==> src/rtl/dma_rx_sink_if.sv <==
// Bundle of stream-input, read-port and status signals for dma_rx_sink.
// The sink side takes the slave modport; whoever drives the stream and pops takes master.
interface dma_rx_sink_if #(
    parameter int DATA_W = 7,
    parameter int DEPTH  = 8
);
    logic [DATA_W-1:0]        data_in;
    logic                     data_valid;
    logic                     done_in;
    logic                     clear;
    logic                     rd_en;
    logic [DATA_W-1:0]        rd_data;
    logic                     rd_valid;
    logic [$clog2(DEPTH):0]   count;
    logic [7:0]               rx_total;
    logic [7:0]               checksum;
    logic                     overflow;
    logic                     rx_done;

    modport slave (
        input  data_in, data_valid, done_in, clear, rd_en,
        output rd_data, rd_valid, count, rx_total, checksum, overflow, rx_done
    );

    modport master (
        output data_in, data_valid, done_in, clear, rd_en,
        input  rd_data, rd_valid, count, rx_total, checksum, overflow, rx_done
    );
endinterface

==> src/rtl/dma_rx_sink.sv <==
// Receive sink for the DMA output stream: 8-entry FIFO with word count,
// running checksum, sticky overflow and an IDLE/RECV/DONE transfer tracker.
module dma_rx_sink #(
    parameter int DATA_W = 7,
    parameter int DEPTH  = 8
) (
    input  logic            clk,
    input  logic            rst_n,
    dma_rx_sink_if.slave    bus
);
    localparam int PTR_W = $clog2(DEPTH);
    localparam int CNT_W = PTR_W + 1;

    typedef enum logic [1:0] {
        IDLE = 2'd0,
        RECV = 2'd1,
        DONE = 2'd2
    } state_t;

    state_t             state;
    state_t             state_next;
    logic [DATA_W-1:0]  mem [DEPTH];
    logic [PTR_W-1:0]   wr_ptr;
    logic [PTR_W-1:0]   rd_ptr;
    logic [CNT_W-1:0]   count_q;
    logic [7:0]         rx_total_q;
    logic [7:0]         checksum_q;
    logic               overflow_q;
    logic [DATA_W-1:0]  rd_data_q;
    logic               rd_valid_q;

    logic               full;
    logic               empty;
    logic               accepting;
    logic               do_pop;
    logic               do_write;
    logic               drop;

    assign full      = (count_q == CNT_W'(DEPTH));
    assign empty     = (count_q == '0);
    assign accepting = (state != DONE);

    // A pop on a full FIFO frees the slot the same-cycle write lands in.
    assign do_pop   = bus.rd_en && !empty && !bus.clear;
    assign do_write = accepting && bus.data_valid && (!full || do_pop) && !bus.clear;
    assign drop     = accepting && bus.data_valid && full && !do_pop && !bus.clear;

    always_ff @(posedge clk or negedge rst_n) begin
        if (!rst_n) begin
            state <= IDLE;
        end else begin
            state <= state_next;
        end
    end

    always_comb begin
        state_next = state;
        if (bus.clear) begin
            state_next = IDLE;
        end else begin
            case (state)
                IDLE: begin
                    if (bus.done_in) begin
                        state_next = DONE;
                    end else if (bus.data_valid) begin
                        state_next = RECV;
                    end
                end
                RECV: begin
                    if (bus.done_in) begin
                        state_next = DONE;
                    end
                end
                DONE: begin
                    state_next = DONE;
                end
                default: begin
                    state_next = IDLE;
                end
            endcase
        end
    end

    // Storage has no reset; only the pointers and count define its valid range.
    always_ff @(posedge clk) begin
        if (do_write) begin
            mem[wr_ptr] <= bus.data_in;
        end
    end

    always_ff @(posedge clk or negedge rst_n) begin
        if (!rst_n) begin
            wr_ptr     <= '0;
            rd_ptr     <= '0;
            count_q    <= '0;
            rx_total_q <= '0;
            checksum_q <= '0;
            overflow_q <= 1'b0;
            rd_data_q  <= '0;
            rd_valid_q <= 1'b0;
        end else if (bus.clear) begin
            wr_ptr     <= '0;
            rd_ptr     <= '0;
            count_q    <= '0;
            rx_total_q <= '0;
            checksum_q <= '0;
            overflow_q <= 1'b0;
            rd_valid_q <= 1'b0;
        end else begin
            rd_valid_q <= do_pop;
            if (do_pop) begin
                rd_data_q <= mem[rd_ptr];
                rd_ptr    <= rd_ptr + PTR_W'(1);
            end
            if (do_write) begin
                wr_ptr     <= wr_ptr + PTR_W'(1);
                checksum_q <= checksum_q + 8'(bus.data_in);
                if (rx_total_q != 8'hFF) begin
                    rx_total_q <= rx_total_q + 8'd1;
                end
            end
            if (drop) begin
                overflow_q <= 1'b1;
            end
            case ({do_write, do_pop})
                2'b10:   count_q <= count_q + CNT_W'(1);
                2'b01:   count_q <= count_q - CNT_W'(1);
                default: count_q <= count_q;
            endcase
        end
    end

    assign bus.rd_data  = rd_data_q;
    assign bus.rd_valid = rd_valid_q;
    assign bus.count    = count_q;
    assign bus.rx_total = rx_total_q;
    assign bus.checksum = checksum_q;
    assign bus.overflow = overflow_q;
    assign bus.rx_done  = (state == DONE);
endmodule

==> src/flat_wrapper.sv <==
// flat-port wrapper written by rule: the top's interface ports become plain ports
module dma_rx_sink_flat 
#(
    parameter int DATA_W = 7,
    parameter int DEPTH  = 8
)
  (clk, rst_n, bus_data_in, bus_data_valid, bus_done_in, bus_clear, bus_rd_en, bus_rd_data, bus_rd_valid, bus_count, bus_rx_total, bus_checksum, bus_overflow, bus_rx_done);
  dma_rx_sink_if #(.DATA_W(DATA_W), .DEPTH(DEPTH)) bus_i ();
  input  logic clk;
  input  logic rst_n;
  input wire logic [$bits(bus_i.data_in)-1:0] bus_data_in;
  input wire logic [$bits(bus_i.data_valid)-1:0] bus_data_valid;
  input wire logic [$bits(bus_i.done_in)-1:0] bus_done_in;
  input wire logic [$bits(bus_i.clear)-1:0] bus_clear;
  input wire logic [$bits(bus_i.rd_en)-1:0] bus_rd_en;
  output wire logic [$bits(bus_i.rd_data)-1:0] bus_rd_data;
  output wire logic [$bits(bus_i.rd_valid)-1:0] bus_rd_valid;
  output wire logic [$bits(bus_i.count)-1:0] bus_count;
  output wire logic [$bits(bus_i.rx_total)-1:0] bus_rx_total;
  output wire logic [$bits(bus_i.checksum)-1:0] bus_checksum;
  output wire logic [$bits(bus_i.overflow)-1:0] bus_overflow;
  output wire logic [$bits(bus_i.rx_done)-1:0] bus_rx_done;
  assign bus_i.data_in = bus_data_in;
  assign bus_i.data_valid = bus_data_valid;
  assign bus_i.done_in = bus_done_in;
  assign bus_i.clear = bus_clear;
  assign bus_i.rd_en = bus_rd_en;
  assign bus_rd_data = bus_i.rd_data;
  assign bus_rd_valid = bus_i.rd_valid;
  assign bus_count = bus_i.count;
  assign bus_rx_total = bus_i.rx_total;
  assign bus_checksum = bus_i.checksum;
  assign bus_overflow = bus_i.overflow;
  assign bus_rx_done = bus_i.rx_done;
  dma_rx_sink #(.DATA_W(DATA_W), .DEPTH(DEPTH)) u_core (.clk(clk), .rst_n(rst_n), .bus(bus_i));
endmodule
==> config.mk <==
export PLATFORM = sky130hd
export DESIGN_NAME = dma_rx_sink_flat
export DESIGN_NICKNAME = d
export VERILOG_FILES = /design/src/rtl/dma_rx_sink_if.sv /design/src/rtl/dma_rx_sink.sv /design/src/flat_wrapper.sv
export SDC_FILE = /design/constraint.sdc
export NUM_CORES = 1
export LEC_CHECK = 0
export CORE_MARGIN = 1.5
export CORE_UTILIZATION = 50
export CTS_CLUSTER_DIAMETER = 30
export DETAILED_ROUTE_END_ITERATION = 10
export GPL_ROUTABILITY_DRIVEN = 1
export PLACE_DENSITY = 0.79
export SYNTH_ARGS = -nofsm -noshare
export SYNTH_HDL_FRONTEND = slang
export SYNTH_SLANG_ARGS = --single-unit
==> constraint.sdc <==
create_clock -name clk -period 3.34 [get_ports clk]
set_input_delay 0.668 -clock clk [delete_from_list [all_inputs] [get_ports clk]]
set_output_delay 0.668 -clock clk [all_outputs]
set_load 0.05 [all_outputs]
==> results.yml, run 1 <==
placement:
  pre_cts_setup_slack_ns: 0.310
  io_buffer_count: 42
  gpl.final_weighted_congestion: 0.907
  detailedPlacementHpwl_um: 5430
logic_synthesis:
  synth_largest_type_area_fraction_pct: 38.8
  synth.area.top_cells: "sky130_fd_sc_hd__edfxtp_1 39%, sky130_fd_sc_hd__dfrtp_1 21%, sky130_fd_sc_hd__mux4_2 7.3%, sky130_fd_sc_hd__ha_1 4.6%, sky130_fd_sc_hd__a21oi_1 2.3%"
  yosysTopAreaCell: "sky130_fd_sc_hd__edfxtp_1"
  synthesis.nets: 347
  synth_warnings: 0
  yosysUniqueCellTypes: 52
  postSynth.topFlopCell: "sky130_fd_sc_hd__edfxtp_1"
  synth_area_per_cell_um2: 13.7
  synthCells: 316
  edff_count_synth: 56
  yosysSeqAreaShare_pct: 60.2
  synth.cell_area_um2: 4330
  ys_seq_elements: 93
  ys_async_sr_fraction_pct: 39.8
final_layout:
  multiInputGateArea_um2: 1630
  final_nets: 403
  insertedDiodeCount: 0
  layout-drive-gt1-share_pct: 14.3
  sequential_cell_area_um2: 2610
  syn_to_final_growth_pct: 17.7
  fillerInstances: 624
setup_path:
  crit_fanout: 6
  cpLargestDelayFamily: "compound AO/OA/AOI/OAI gates"
  worst-endpoint-required_ns: 3.58
  crit_path_max_incr_delay_ns: 0.54
  r2r_slack_ns: 0.80
  cp-start-kind: "input pin"
  cp_num_buf_inv: 1
  critical_path_class: "input pin to flip-flop"
  regToRegStartpoint: "u_core.bus.count[1]$_DFFE_PN0P_"
  worst_ep_arrival_time_ns: 2.89
  critical_path_slowest_stage_cell: "sky130_fd_sc_hd__clkdlybuf4s50_1"
  ff2ff_path_depth: 8
  crit-reg2reg-capture: "u_core.bus.count[3]$_DFFE_PN0P_"
  critPathCaptureType: "flip-flop"
  path_cells: "clkdlybuf4s50_1 -> o41a_4 -> nand2b_1 -> nor2_1 -> ha_1 -> a21o_1 -> a21oi_1 -> mux2i_1 -> mux2_1"
die:
  die_height_um: 96.1
  row_count: 33
  horizontal_die_dimension_um: 96.1
  ios: 43
  initial_core_util_pct: 52.2
  floorplan.core_area_um2: 8300
  design.die.area_um2: 9230
clock_network:
  clock_tree.htree_level_count: 3
  cts-resized-gates: 0
  clock_insertion_delay_worst_skew_ns: 0.36
  cts_tree: "done"
  post_cts.repair.setup_buffers: 0
  cts.clk_slew.worst_paths_ns: 0.09
  cts_hold_buffers: 0
  max-clock-path-buffers: 2
  cts.sink_count: 93
  clk_root_buffer_cell: "sky130_fd_sc_hd__clkbuf_8"
  number_of_buffers_created_by_cts: 9
sta:
  worst_slew_pin_slew_ns: 0.927
  layout_setup_ws_ns: 0.688
  max_clock_freq_mhz: 377
  final_min_period_over_clock_period_pct: 79.4
  final_max_slew_viol_count: 0
  hold_fails_final_rpt: 0
  relSlewSlack_pct: 38.2
  final_critical_period_ns: 2.65
  timing.final.setup_violations: 0
  finalClockSkew_ns: 0.00995
  setup_total_negative_slack_ns: 0
  grt_setup_unrepaired: "false"
routing:
  post_drt_wl_per_cell_um: 16.6
  detail-route-antenna-nets: 0
  drc_errors: 0
  dr.pass1.iters: 4
  vias: 2758
  detail_route.wirelength_um: 8000
  viasPerCell: 5.72
  dr.first_iter.drc_count: 191
global_routing:
  number_of_global_route_vias_before_repair: 2601
  antenna_found_initial: 0
  grtUsageTotal_pct: 19.2
  pin_count_of_the_biggest_net_entering_global_routing: 38
  wire_length_of_the_first_global_routing_pass_um: 12900
  total_overflow_reported_by_the_global_router: 0
power:
  peakVddDrop_v: 0.000300
  power.density_nw_per_um2: 662
  design_power_total_w: 0.00338
  power.static_leakage_nw: 1.91
outcome:
  run_status: "completed"
run:
  max_cap_violations: 0
min_path:
  hp-class: "input pin to asynchronous set/reset pin"
==> cells by family (layout without fill, tap and decap cells) <==
logic type / after synthesis / after routing / share of synthesized area, %
simple gates: 89 / 89 / 10.2
compound gates: 64 / 64 / 10.4
mux: 27 / 27 / 10.4
buf+inv: 20 / 81 / 2.28
xor+xnor: 5 / 5 / 1.01
fa+ha+maj: 18 / 18 / 5.54
flops: 93 / 93 / 60.2
==> cell usage in the layout (no fill, tap or decap), types with 3 or more instances in the layout <==
cell	n
sky130_fd_sc_hd__nand3_1	6
sky130_fd_sc_hd__mux4_2	14
sky130_fd_sc_hd__inv_1	7
sky130_fd_sc_hd__buf_4	16
sky130_fd_sc_hd__o21a_1	3
sky130_fd_sc_hd__clkbuf_8	9
sky130_fd_sc_hd__a211oi_1	6
sky130_fd_sc_hd__mux2i_1	9
sky130_fd_sc_hd__or3_1	5
sky130_fd_sc_hd__edfxtp_1	56
sky130_fd_sc_hd__nand3b_1	4
sky130_fd_sc_hd__a21o_1	3
sky130_fd_sc_hd__xnor2_1	3
sky130_fd_sc_hd__ha_1	16
sky130_fd_sc_hd__a211o_1	4
sky130_fd_sc_hd__a21oi_1	20
sky130_fd_sc_hd__nor3_1	9
sky130_fd_sc_hd__clkdlybuf4s50_1	41
sky130_fd_sc_hd__nand2_1	24
sky130_fd_sc_hd__nor2_1	21
sky130_fd_sc_hd__clkinvlp_4	3
sky130_fd_sc_hd__dfrtp_1	37
sky130_fd_sc_hd__mux2_2	3
sky130_fd_sc_hd__a311oi_1	3
sky130_fd_sc_hd__nand2b_1	3
sky130_fd_sc_hd__nor4_1	3
sky130_fd_sc_hd__nor2b_1	5
sky130_fd_sc_hd__o21ai_0	13
==> metal layers <==
layer	up-vias	track usage (%)	share of wire, %
met1	1367	26.8	47
met2	55	29.6	47
met5	-	0	0
met4	0	7.23	1.7
met3	13	4.03	4.1
li1	1323	-	-
==> layout make-up <==
class,count,share of cell area (%)
Tap cell,105,2.58
Inverter,7,0.515
Timing Repair Buffer,58,10.5
Clock inverter,7,0.957
Clock buffer,9,2.43
Sequential cell,93,51.1
Multi-Input combinational cell,203,31.9
==> stage by stage <==
step / hold slack [ns] / util [%] / std cells / area (um^2)
2_1_floorplan: 0.372 / - / 316 / 4330
3_3_place_gp: 0.461 / 59.4 / 466 / 4930
3_5_place_dp: 0.474 / 59.4 / 466 / 4930
4_1_cts: 0.437 / 61.5 / 482 / 5100
5_1_grt: 0.477 / 61.5 / 482 / 5100
6_report: 0.400 / 61.5 / 482 / 5100
==> power breakdown <==
group          switching [W]  total (W)  internal [W]
clock network       0.000401   0.000672      0.000272
registers           0.000182    0.00152       0.00134
logic               0.000680    0.00119      0.000508
total                0.00126    0.00338       0.00212
==> cells in the mapped netlist, drive strengths merged (4+ instances only) <==
library cell / number
nor3: 9
nand3b: 4
a211o: 4
mux2i: 9
mux4: 14
buf: 10
or3: 5
edfxtp: 56
o21ai: 13
a211oi: 6
ha: 16
nor2: 21
nand3: 6
mux2: 4
a21oi: 20
nor2b: 5
a311oi: 4
dfrtp: 37
inv: 7
nand2: 24
==> worst max-delay path by stage <==
stage,cells past startpoint,endpoint,from
finish,9,u_core.bus.count[3]$_DFFE_PN0P_,bus_rd_en
global route,9,u_core.bus.count[3]$_DFFE_PN0P_,bus_rd_en
CTS,9,u_core.bus.count[3]$_DFFE_PN0P_,bus_rd_en
detailed placement,9,u_core.bus.count[3]$_DFFE_PN0P_,bus_rd_en
global placement,9,u_core.bus.count[3]$_DFFE_PN0P_,bus_rd_en
floorplan,10,u_core.bus.count[3]$_DFFE_PN0P_,u_core.bus.count[3]$_DFFE_PN0P_
==> sequential cells by signal, indices dropped and copies added, names as in the netlist <==
name and cells:
u_core.bus.rd_valid 1, u_core.state 2, u_core.bus.overflow 1, u_core.rd_ptr 3
u_core.bus.rx_total 8, u_core.mem 56, u_core.wr_ptr 3, u_core.bus.count 4
u_core.bus.checksum 8, u_core.bus.rd_data 7
Power figures use the tool's default switching activity.
==> run 2: changes to the inputs <==
--- a/config.mk
+++ b/config.mk
@@ -10,7 +10,7 @@
 export CTS_CLUSTER_DIAMETER = 30
 export DETAILED_ROUTE_END_ITERATION = 10
 export GPL_ROUTABILITY_DRIVEN = 1
-export PLACE_DENSITY = 0.79
+export PLACE_DENSITY = 0.82
 export SYNTH_ARGS = -nofsm -noshare
 export SYNTH_HDL_FRONTEND = slang
 export SYNTH_SLANG_ARGS = --single-unit
==> constraint.sdc (replaced) <==
create_clock -name clk -period 2.38 [get_ports clk]
set_input_delay 0.476 -clock clk [delete_from_list [all_inputs] [get_ports clk]]
set_output_delay 0.476 -clock clk [all_outputs]
set_load 0.05 [all_outputs]
==> run 2 against run 1 <==
Sequential power up 33%. Via count increased by 6.3%. Design area is 8.1% higher. Largest cell class unchanged.
==> results.yml, run 2 (synthesis results as in run 1) <==
setup_path:
  critical_path_slowest_stage_cell: "sky130_fd_sc_hd__o41a_4"
  path_cells: "o41a_4 -> nand2b_4 -> nor2_4 -> ha_4 -> a21o_1 -> a21oi_2 -> mux2i_1 -> mux2_1"
  r2r_slack_ns: 0.07
  crit_path_max_incr_delay_ns: 0.51
  cp-start-kind: "flip-flop"
  worst-endpoint-required_ns: 2.63
  cpLargestDelayFamily: "compound AO/OA/AOI/OAI gates"
  critPathCaptureType: "flip-flop"
  regToRegStartpoint: "u_core.bus.count[2]$_DFFE_PN0P_"
  crit_fanout: 3
  crit-reg2reg-capture: "u_core.bus.count[3]$_DFFE_PN0P_"
  worst_ep_arrival_time_ns: 2.56
  ff2ff_path_depth: 8
  critical_path_class: "flip-flop to flip-flop"
  cp_num_buf_inv: 0
sta:
  timing.final.setup_violations: 0
  fin_worst_hold_slack_ns: 0.210
  worst_slew_pin_slew_ns: 0.880
  finalClockSkew_ns: 0.0145
  final_max_slew_viol_count: 0
  final_min_period_over_clock_period_pct: 97.1
  relSlewSlack_pct: 41.3
  final_critical_period_ns: 2.31
  max_clock_freq_mhz: 433
  hold_fails_final_rpt: 0
routing:
  detail_route.wirelength_um: 8970
  detail-route-antenna-nets: 0
  dr.first_iter.drc_count: 155
  post_drt_wl_per_cell_um: 17.3
  vias: 2931
  dr.pass1.iters: 4
  viasPerCell: 5.65
  drc_errors: 0
final_layout:
  top_register: "u_core.mem"
  layout-drive-gt1-share_pct: 25.8
  multiInputGateArea_um2: 1730
  largest_register_ff_count: 56
  final_nets: 440
  insertedDiodeCount: 0
  syn_to_final_growth_pct: 27.2
  layout_common_cells: "56 x sky130_fd_sc_hd__edfxtp_1, 53 x sky130_fd_sc_hd__buf_4, 40 x sky130_fd_sc_hd__clkdlybuf4s50_1, 34 x sky130_fd_sc_hd__dfrtp_1, 24 x sky130_fd_sc_hd__nand2_1"
  final_common_cell: "sky130_fd_sc_hd__edfxtp_1"
  sequential_cell_area_um2: 2610
  fillerInstances: 585
die:
  die_height_um: 96.1
  design.die.area_um2: 9230
  ios: 43
  row_count: 33
  initial_core_util_pct: 52.2
  floorplan.core_area_um2: 8300
  horizontal_die_dimension_um: 96.1
clock_network:
  clock_tree.htree_level_count: 3
  cts.clk_slew.worst_paths_ns: 0.11
  cts_tree: "done"
  cts.sink_count: 93
  clock_insertion_delay_worst_skew_ns: 0.37
  clk_root_buffer_cell: "sky130_fd_sc_hd__clkbuf_8"
  max-clock-path-buffers: 2
  number_of_buffers_created_by_cts: 9
power:
  power.density_nw_per_um2: 933
  peakVddDrop_v: 0.000450
  power.static_leakage_nw: 2.13
  design_power_total_w: 0.00514
global_routing:
  total_overflow_reported_by_the_global_router: 0
  pin_count_of_the_biggest_net_entering_global_routing: 38
  number_of_global_route_vias_before_repair: 2970
  wire_length_of_the_first_global_routing_pass_um: 14500
  antenna_found_initial: 0
  grtUsageTotal_pct: 21.5
min_path:
  hp-class: "input pin to asynchronous set/reset pin"
placement:
  detailedPlacementHpwl_um: 6360
  io_buffer_count: 42
  gpl.final_weighted_congestion: 0.913
run:
  max_cap_violations: 0
outcome:
  run_status: "completed"
[run 2: cell count changes in the layout (fill, tap and decap cells not counted), sizes merged]
cell / change
buf: +37
clkdlybuf4s50: -1
dlygate4sd2: +1
clkinvlp: -3
clkinv: +1
inv: +2
[run 2: worst max-delay path by stage]
stage                                     from                              end  slack [ns]  cells past startpoint
5_1_grt            u_core.state[0]$_DFFE_PN0P_  u_core.bus.count[3]$_DFFE_PN0P_       -0.02                      9
3_5_place_dp                         bus_clear  u_core.bus.count[3]$_DFFE_PN0P_       -0.24                      8
3_3_place_gp                         bus_clear  u_core.bus.count[3]$_DFFE_PN0P_       -0.14                      8
6_report       u_core.bus.count[2]$_DFFE_PN0P_  u_core.bus.count[3]$_DFFE_PN0P_        0.07                      8
4_1_cts        u_core.bus.count[1]$_DFFE_PN0P_  u_core.bus.count[3]$_DFFE_PN0P_       0.006                      8
2_1_floorplan  u_core.bus.count[3]$_DFFE_PN0P_  u_core.bus.count[3]$_DFFE_PN0P_       -0.30                     10
[run 2: timing repair]
item,in CTS,in global routing
pin swaps,0,3
endpoints found under the setup margin,1,10
buffers inserted,0,3
resized for setup,1,3
hold buffers,0,0
[run 2: per-stage QoR]
step	setup WS (ns)	utilization, %	setup TNS [ns]	area (um^2)	cells
after floorplan	-0.296	-	-0.520	4430	316
after global placement	-0.139	63.5	-3.11	5270	500
after detailed placement	-0.236	63.5	-5.22	5270	500
after CTS	0.00575	65.9	0	5470	516
after global routing	-0.0216	66.4	-0.0216	5510	519
final	0.0699	66.4	0	5510	519
[run 2: metal layers]
layer,up-vias,part of all wire [%],routed length [um],global-route usage (%)
li1,1399,-,-,-
met1,1455,46,4100,27.7
met2,61,49,4370,35.0
met3,16,3.7,332,3.95
met4,0,1.8,161,10.5
met5,-,0,0,0
[run 2: worst reg2reg max path: stages, from the launching register on]
cell,delay [ns]
sky130_fd_sc_hd__dfrtp_1,0.41
sky130_fd_sc_hd__o41a_4,0.51
sky130_fd_sc_hd__nand2b_4,0.09
sky130_fd_sc_hd__nor2_4,0.06
sky130_fd_sc_hd__ha_4,0.21
sky130_fd_sc_hd__a21o_1,0.18
sky130_fd_sc_hd__a21oi_2,0.14
sky130_fd_sc_hd__mux2i_1,0.24
sky130_fd_sc_hd__mux2_1,0.35
[run 2: final cells by class]
cell class	count	share of cell area, %
tap	105	2.38
clock inverter	7	1.38
multi-input combinational	203	31.4
clock buffer	9	2.25
sequential	93	47.4
inverter	7	0.477
timing repair buffer	95	14.7
[run 2: power by group]
group	switching, W	leakage [nW]	internal, W
logic	0.00117	1.03	0.000898
registers	0.000142	0.995	0.00188
clock network	0.000629	0.103	0.000418
